[src/rtl/asu_ddr5_dqs_pattern_gen.sv]
// ---------------------------------------------------------------------------
// asu_ddr5_dqs_pattern_gen
//
// DQS pattern generator for the DDR5 write FSM. For the preamble, interamble
// and postamble phases it supplies the per-cycle 2-bit DQS pattern, a
// pattern-valid flag and the end-of-phase done strobes. All outputs are
// combinational from registered state plus the phase inputs, so the FSM sees
// them in the same cycle it enters a phase.
//
// Ports
//   clk_i, rst_i            clock, synchronous active-high reset
//   enable_i                block enable; low freezes every register
//   *_state_i               phase decode of the write FSM state
//   preamble_sel_i          00=2tCK 01=3tCK 10=4tCK 11=reserved (as 2tCK)
//   postamble_sel_i         0=1 cycle, 1=2 cycles
//   gap_i                   write-enable-low gap, sizes the interamble
//   preamble_bits_o/valid_o/done_o, interamble_bits_o/done_o,
//   postamble_done_o        pattern and strobes back to the FSM
//   pattern_err_o           sticky error flag
//
// Build option: define ASU_DDR5_DQS_ERR_EN to include the sticky error flag
// (overlapping phase inputs, or preamble entered with the reserved select).
// Without it pattern_err_o is tied to 0.
//
// state (phase_q) | meaning
//   PH_NONE       | no phase active last cycle; selects are captured
//   PH_PRE        | preamble active last cycle
//   PH_INTER      | interamble active last cycle
//   PH_POST       | postamble active last cycle
// ---------------------------------------------------------------------------
module asu_ddr5_dqs_pattern_gen #(
    parameter int pMAX_PRE_LEN = 4
) (
    input  logic       clk_i,
    input  logic       rst_i,
    input  logic       enable_i,
    input  logic       preamble_state_i,
    input  logic       interamble_state_i,
    input  logic       postamble_state_i,
    input  logic [1:0] preamble_sel_i,
    input  logic       postamble_sel_i,
    input  logic [3:0] gap_i,
    output logic [1:0] preamble_bits_o,
    output logic       preamble_valid_o,
    output logic       preamble_done_o,
    output logic [1:0] interamble_bits_o,
    output logic       interamble_done_o,
    output logic       postamble_done_o,
    output logic       pattern_err_o
);

    localparam int CW = $clog2(pMAX_PRE_LEN) + 1;

    typedef enum logic [1:0] {PH_NONE, PH_PRE, PH_INTER, PH_POST} phase_t;

    phase_t          phase, phase_q;
    logic [CW-1:0]   cnt_q, cnt_eff, cnt_nxt;
    logic [1:0]      sel_q;
    logic            post_q;
    logic [CW-1:0]   ilen_q, ilen_eff, l_comb;
    logic [CW-1:0]   n_len, len, last;
    logic [CW-1:0]   iidx;

    // Pattern table: 2tCK 00,10 / 3tCK 00,00,10 / 4tCK 00,00,10,10.
    function automatic logic [1:0] pat_bits(input logic [1:0] sel, input logic [CW-1:0] idx);
        case (sel)
            2'b01:   return (idx == CW'(2)) ? 2'b10 : 2'b00;
            2'b10:   return (idx >= CW'(2)) ? 2'b10 : 2'b00;
            default: return (idx == CW'(1)) ? 2'b10 : 2'b00;
        endcase
    endfunction

    always_ff @(posedge clk_i) begin
        if (rst_i) begin
            phase_q <= PH_NONE;
            cnt_q   <= '0;
            sel_q   <= 2'b00;
            post_q  <= 1'b0;
            ilen_q  <= CW'(1);
        end else if (enable_i) begin
            phase_q <= phase;
            cnt_q   <= cnt_nxt;
            if (phase == PH_NONE) begin
                sel_q  <= preamble_sel_i;
                post_q <= postamble_sel_i;
            end
            if (phase == PH_INTER && cnt_eff == '0)
                ilen_q <= l_comb;
        end
    end

    always_comb begin
        phase             = PH_NONE;
        cnt_eff           = '0;
        n_len             = CW'(2);
        l_comb            = CW'(1);
        ilen_eff          = ilen_q;
        len               = CW'(1);
        last              = '0;
        cnt_nxt           = '0;
        iidx              = '0;
        preamble_bits_o   = 2'b00;
        preamble_valid_o  = 1'b0;
        preamble_done_o   = 1'b0;
        interamble_bits_o = 2'b00;
        interamble_done_o = 1'b0;
        postamble_done_o  = 1'b0;

        if (preamble_state_i)        phase = PH_PRE;
        else if (interamble_state_i) phase = PH_INTER;
        else if (postamble_state_i)  phase = PH_POST;

        // A phase change (including a direct one) restarts at index 0.
        if (phase == phase_q) cnt_eff = cnt_q;

        case (sel_q)
            2'b01:   n_len = CW'(3);
            2'b10:   n_len = CW'(4);
            default: n_len = CW'(2);
        endcase

        if (gap_i == 4'd0)             l_comb = CW'(1);
        else if (gap_i > 4'(n_len))    l_comb = n_len;
        else                           l_comb = CW'(gap_i);

        // The interamble length is only sized on its first cycle.
        ilen_eff = (cnt_eff == '0) ? l_comb : ilen_q;

        case (phase)
            PH_PRE:   len = n_len;
            PH_INTER: len = ilen_eff;
            PH_POST:  len = post_q ? CW'(2) : CW'(1);
            default:  len = CW'(1);
        endcase
        last = len - CW'(1);

        if (phase != PH_NONE)
            cnt_nxt = (cnt_eff >= last) ? last : cnt_eff + CW'(1);

        // Interamble replays the tail of the selected preamble pattern.
        iidx = n_len - ilen_eff + cnt_eff;

        case (phase)
            PH_PRE: begin
                preamble_bits_o  = pat_bits(sel_q, cnt_eff);
                preamble_valid_o = 1'b1;
                preamble_done_o  = (cnt_eff == last);
            end
            PH_INTER: begin
                interamble_bits_o = pat_bits(sel_q, iidx);
                interamble_done_o = (cnt_eff == last);
            end
            PH_POST: postamble_done_o = (cnt_eff == last);
            default: ;
        endcase
    end

`ifdef ASU_DDR5_DQS_ERR_EN
    logic err_q;
    logic multi_phase;
    logic rsv_entry;

    assign multi_phase = (preamble_state_i & interamble_state_i) |
                         (preamble_state_i & postamble_state_i)  |
                         (interamble_state_i & postamble_state_i);
    assign rsv_entry   = (phase == PH_PRE) && (phase_q != PH_PRE) && (sel_q == 2'b11);

    always_ff @(posedge clk_i) begin
        if (rst_i)
            err_q <= 1'b0;
        else if (enable_i && (multi_phase || rsv_entry))
            err_q <= 1'b1;
    end

    assign pattern_err_o = err_q;
`else
    assign pattern_err_o = 1'b0;
`endif

endmodule
[config.mk]
export PLATFORM = sky130hd
export DESIGN_NAME = asu_ddr5_dqs_pattern_gen
export DESIGN_NICKNAME = d
export VERILOG_FILES = /design/src/rtl/asu_ddr5_dqs_pattern_gen.sv
export SDC_FILE = /design/constraint.sdc
export NUM_CORES = 1
export LEC_CHECK = 0
export CAP_MARGIN = 20
export CORE_MARGIN = 1
export CORE_UTILIZATION = 40
export CTS_CLUSTER_SIZE = 14
export DETAILED_ROUTE_END_ITERATION = 10
export PLACE_DENSITY = 0.65
export RECOVER_POWER = 50
export REMOVE_ABC_BUFFERS = 1
export SKIP_CTS_REPAIR_TIMING = 1
export SYNTH_ARGS = -nofsm -noshare
export SYNTH_HDL_FRONTEND = slang
export SYNTH_SLANG_ARGS = --single-unit
[constraint.sdc]
create_clock -name clk_i -period 6.9 [get_ports clk_i]
set_input_delay 1.38 -clock clk_i [delete_from_list [all_inputs] [get_ports clk_i]]
set_output_delay 1.38 -clock clk_i [all_outputs]
set_load 0.1 [all_outputs]
# Word level (Yosys, flattened, before mapping)
# Index checks and enable logic that the tools add are counted.
# word_totals
regBits,11
elab_cells,57
# op_classes
addsub,4
order_cmp,4
eq_ne,11
muxes,26
n_reduce_logical,7
# op_table
operator,n
$mux 2,12
$mux 3,6
$pmux 3 s3,1
$pmux 2 s2,2
$eq 2x2->1 const B,3
$eq 3x1->1 const B,2
$eq 3x2->1 const B,2
$ge 3x2->1 const B,2
$pmux 3 s2,1
$eq 2x1->1 const B,2
$gt 4x3->1,1
$logic_not 4->1,1
$mux 1,4
$reduce_and 2->1,2
$add 3x1->3 const B,1
$add 3x3->3,1
$eq 3x3->1,1
$ge 3x3->1,1
$logic_not 3->1,1
$sub 3x1->3 const B,1
$sub 3x3->3,1
$eq 2x2->1,1
$logic_not 2->1,1
$reduce_bool 2->1,1
$logic_and 1x1->1,1

# Longest topological paths before layout
# logic_depth
word_depth,13
depth_mapped,19
depth_no_buf,19

# Worst setup path before layout
# OpenSTA, ideal clock, no wires.
# synth_path
path_type,input -> output
startpoint,input interamble_state_i
endpoint,output postamble_done_o
arrival_ps,5919
required_ps,5520
path_slack_ps,-399
path_stages,16
n_path_buf,0
path_cell_list,or2_1 > nor3_1 > a21oi_1 > o21ai_1 > and2_1 > inv_1 > ha_1 > o21ai_2 > nand2b_1 > o311a_1 > a211oi_1 > ha_1 > xor2_1 > ha_1 > nand3_1 > nor3_1
# synth_between
elab_chain_len,10
elab_cells_between_ends,13
classes_between,add/sub (1); eq/ne (5); mux (6); reduce/logical (1)
# synth_rtl
element,line,text
"start, declared",38,"input logic interamble_state_i,"
$mux 2 (*),110,else if (interamble_state_i) phase = PH_INTER;
$mux 2 (*),109,if (preamble_state_i) phase = PH_PRE;
$eq 2x2->1,114,if (phase == phase_q) cnt_eff = cnt_q;
$mux 3,114,
$logic_not 3->1,127,ilen_eff = (cnt_eff == '0) ? l_comb : ilen_q;
$mux 3,127,
$pmux 3 s3,129,case (phase)
$sub 3x1->3,135,last = len - CW'(1);
$eq 3x3->1,153,PH_POST: postamble_done_o = (cnt_eff == last);
$mux 1 (*),143,case (phase)
"end, declared",48,"output logic postamble_done_o,"
# Every way passes the cells marked *; elsewhere a longest branch is shown, timed or not.

# Worst setup path after layout
# layout_path
startpoint,input postamble_state_i
endpoint,output interamble_bits_o[1]
# layout_between
elab_chain_len,13
elab_cells_between_ends,18
classes_between,add/sub (2); order compare (1); eq/ne (4); mux (10); reduce/logical (1)
# layout_rtl
element,line,text
"start, declared",39,"input logic postamble_state_i,"
$mux 2 (*),111,else if (postamble_state_i) phase = PH_POST;
$mux 2 (*),110,
$mux 2 (*),109,
$eq 2x2->1,114,
$mux 3,114,
$logic_not 3->1,127,
$mux 3,127,
$sub 3x3->3,141,iidx = n_len - ilen_eff + cnt_eff;
$add 3x3->3,141,
$ge 3x2->1 (tied with other cells),68,2'b10: return (idx >= CW'(2)) ? 2'b10 : 2'b00;
$mux 2 (on tied branches),"68, 67, 69",
$pmux 2 s2,66,case (sel)
$mux 2 (*),143,
"end, declared",46,"output logic [1:0] interamble_bits_o,"
# Marked as above.

==> parameters.txt <==
Parameter                              Value

Timing
  Final setup fails ... 0
  Tmin final ... 6.66 ns
  RSZ-0062 raised after global routing ... no
  Worst-margin pin slew ... roughly 0.97 ns
  Worst relative slew slack ... between 30% and 40%
  Max Freq ... approximately 150 MHz
  Setup slack of the critical path after layout ... approximately 0.24 ns
  Post-route fraction of the period consumed by the critical path ... a little over nine tenths
  Final max-slew violation count ... 0
  Hold Fails Final Rpt ... 0
  Clock skew after layout ... ~0.0043 ns

Run status
  Failing checks ... design-rule violations
  Result of the run ... finished with violations

Clock network
  Latest clock arrival within the worst-skew pair ... 0.28 ns
  Maximum buffer depth of the clock tree ... 2
  CTS clock-pin slew for the worst setup and hold paths ... ~0.070 ns
  Clock sink total ... 11
  Root Driver ... sky130_fd_sc_hd__clkbuf_4
  H-tree depth ... 1
  Number of buffers created by CTS ... 3
  Clock tree from TritonCTS ... built

Detailed routing
  Count of vias placed by the detailed router ... 1155
  Drt pass-1 iters ... 8
  Average routed wire per standard cell ... about 14 µm
  Residual DRC ... 2
  Violation count after the first detailed-route iteration ... 54
  Wire length after detailed routing ... approximately 3000 µm
  Vias per std cell ... roughly 5.5
  Routed Antenna Nets ... 0

Setup path
  Cells along the critical path ... clkdlybuf4s50_1, or2_1, nor3_1, a21oi_1, o21ai_2, and2_0, inv_1, ha_2, o21ai_2, buf_6, nand2_1, o21ai_1, ha_1, inv_1, ha_1, inv_1, fa_1, xor2_1, xnor2_1, xor2_1, mux2_2, buf_12
  Signal arrival time at the worst endpoint ... 5.28 ns
  WS Path Type ... in -> out
  Critical Path Max Stage Delay ... ~0.44 ns
  Max stage delay cell, worst path ... sky130_fd_sc_hd__clkdlybuf4s50_1
  Worst setup SP type ... primary input
  CP dominant cell by count ... sky130_fd_sc_hd__inv_1
  Data required time at the worst endpoint ... roughly 5.5 ns
  Worst-path fanout max ... 8
  Element type at the critical path end ... output pin

Yosys
  Netlist area before placement ... 1220 µm²
  Fraction of post-synthesis cell area in the top cell type by area ... around 18%
  Yosys warnings ... 0
  Synth async-reset ratio ... 0%
  Register area share after synthesis ... a little under a fifth
  Most frequently used cell type in the post-synthesis netlist ... sky130_fd_sc_hd__nor2_1
  Ranking of synthesized cells by instance count ... 26 x sky130_fd_sc_hd__nor2_1, 15 x sky130_fd_sc_hd__ha_1, 13 x sky130_fd_sc_hd__inv_1, 11 x sky130_fd_sc_hd__dfxtp_1, 9 x sky130_fd_sc_hd__a21oi_1
  Biggest area consumer among synthesized cells ... sky130_fd_sc_hd__dfxtp_1
  Cells after synthesis ... ~160
  Flip-flop cell with the highest count after synthesis ... sky130_fd_sc_hd__dfxtp_1
  Synthesized area per cell ... approximately 7.8 µm²
  Synth area leaders ... sky130_fd_sc_hd__dfxtp_1 18%, sky130_fd_sc_hd__ha_1 15%, sky130_fd_sc_hd__nor2_1 8.0%
  Number of synthesized register bits ... 11
  Unique masters post-synth ... 45
  EDFF count, synth ... 0

Cells and area
  Register area ... ~220 µm²
  Net count, final ... between 200 and 250
  Share of final-layout standard cells stronger than drive strength 1 ... a little over an eighth
  Count of inserted antenna diode cells ... 0
  Multi-input logic area ... 921 µm²
  Layout overhead on the synthesized area ... 26.1%
  Number of filler cells placed in the layout ... about 270

Die
  Effective utilization at floorplan ... a little over two fifths
  Chip height ... approximately 57 µm
  Die outline area ... 3270 µm²
  I/O Pins ... 22
  Chip width ... roughly 57 µm
  Number of rows created at floorplan ... 19
  Core area ... ~2800 µm²

Pwr
  Post-route total power ... 229 µW
  Power density over cell area ... ~150 nW/µm²
  Static leakage ... between 0.6 and 0.7 nW
  Worst vdd ir ... 0.000109 V

Global route
  Maximum number of pins on one net before global-route repair ... 14
  Via count of the first global-routing pass ... roughly 1100
  Antenna violations before repair ... 0
  Global-route wire length before repair ... between 5000 and 6000 µm
  Overall overflow remaining after global route ... 0
  Global routing usage summed across all routing layers ... between 20% and 30%

Worst hold path
  Class of the tightest hold or removal check ... reg -> reg

Run
  Max-capacitance violation count ... 0

Placed design
  Routability congestion estimate ... ~0.91
  Post-detail-place hpwl ... roughly 2300 µm
  Placement Setup Slack ... between 0.1 and 0.15 ns
  Port-buffer cells ... 18
## worst max-delay path: cells and delay by family
family / cells / cell delay (ns)
adder cells (fa/ha/maj): 4 / 0.97
AO/OA/AOI/OAI: 4 / 0.47
multiplexers: 1 / 0.37
XOR/XNOR: 3 / 0.52
buffers and inverters: 6 / 0.96
AND/OR/NAND/NOR: 4 / 0.61
## layer usage
layer  global-route usage, %  wire length, µm  vias up
li1                        -                -      592
met1                    26.7             1390      523
met5                       0                0        -
met4                    8.01               46        0
met2                    33.4             1400       35
met3                    2.04              161        5
## registers in the layout (all words and copies together), names as in the netlist
name / cells
post_q: 1
ilen_q: 3
sel_q: 2
phase_q: 2
cnt_q: 3
## final timing paths
check / from / to / slack, ns / cells after the start
worst min register to register: ilen_q[0] / ilen_q[0] / 0.49 / 1
worst max-delay path: postamble_state_i / interamble_bits_o[1] / 0.24 / 22
worst min-delay path: ilen_q[0] / ilen_q[0] / 0.49 / 1
worst max register to register: sel_q[0] / cnt_q[2] / 2.73 / 20
## kinds of logic (layout without fill, tap and decap cells)
kind of cell             after synthesis  count (layout)  synth area share, %
buffers and inverters                 22              44                 7.81
AND/OR/NAND/NOR                       53              53                 20.6
other                                  1               3                0.308
multiplexers                          10              10                 9.46
XOR/XNOR                               5               5                 3.60
adder cells (fa/ha/maj)               17              17                 18.7
flip-flops                            11              11                 18.1
AO/OA/AOI/OAI                         37              37                 21.5
## final cells by class
| cell class | count | share of cell area (%) |
|---|---|---|
| inverter | 15 | 3.67 |
| timing repair buffer | 25 | 17.8 |
| multi-input combinational | 125 | 60.0 |
| tap | 31 | 2.53 |
| sequential | 11 | 14.3 |
| clock buffer | 4 | 1.71 |
## metrics by stage
stage          std cells  utilization [%]  hold slack (ns)  area [µm²]  TNS (ns)
3_3_place_gp         207             52.9            0.462        1500         0
6_report             211             54.3            0.490        1540         0
3_5_place_dp         207             52.9            0.479        1500         0
5_1_grt              211             54.3            0.526        1540         0
2_1_floorplan        151                -            0.449        1190    -0.399
4_1_cts              211             53.8            0.496        1520         0
## placed cells by master, fill, tap and decap left out, types with 4 or more instances in the layout
cell type	n
sky130_fd_sc_hd__o21ai_0	4
sky130_fd_sc_hd__nand2_1	7
sky130_fd_sc_hd__dfxtp_1	11
sky130_fd_sc_hd__nor2_1	26
sky130_fd_sc_hd__mux2i_1	7
sky130_fd_sc_hd__ha_1	14
sky130_fd_sc_hd__a21oi_1	9
sky130_fd_sc_hd__inv_1	13
sky130_fd_sc_hd__clkdlybuf4s50_1	12
sky130_fd_sc_hd__buf_12	4
sky130_fd_sc_hd__nand2b_1	4
sky130_fd_sc_hd__buf_4	6
## power by group
group | leakage (nW) | internal [mW] | switching (mW)
registers | 0.0899 | 0.0674 | 0.00309
clock network | 0.0150 | 0.0225 | 0.0233
logic | 0.576 | 0.0466 | 0.0659
total | 0.680 | 0.136 | 0.0923
No activity file was read; power rests on OpenSTA's default activity.
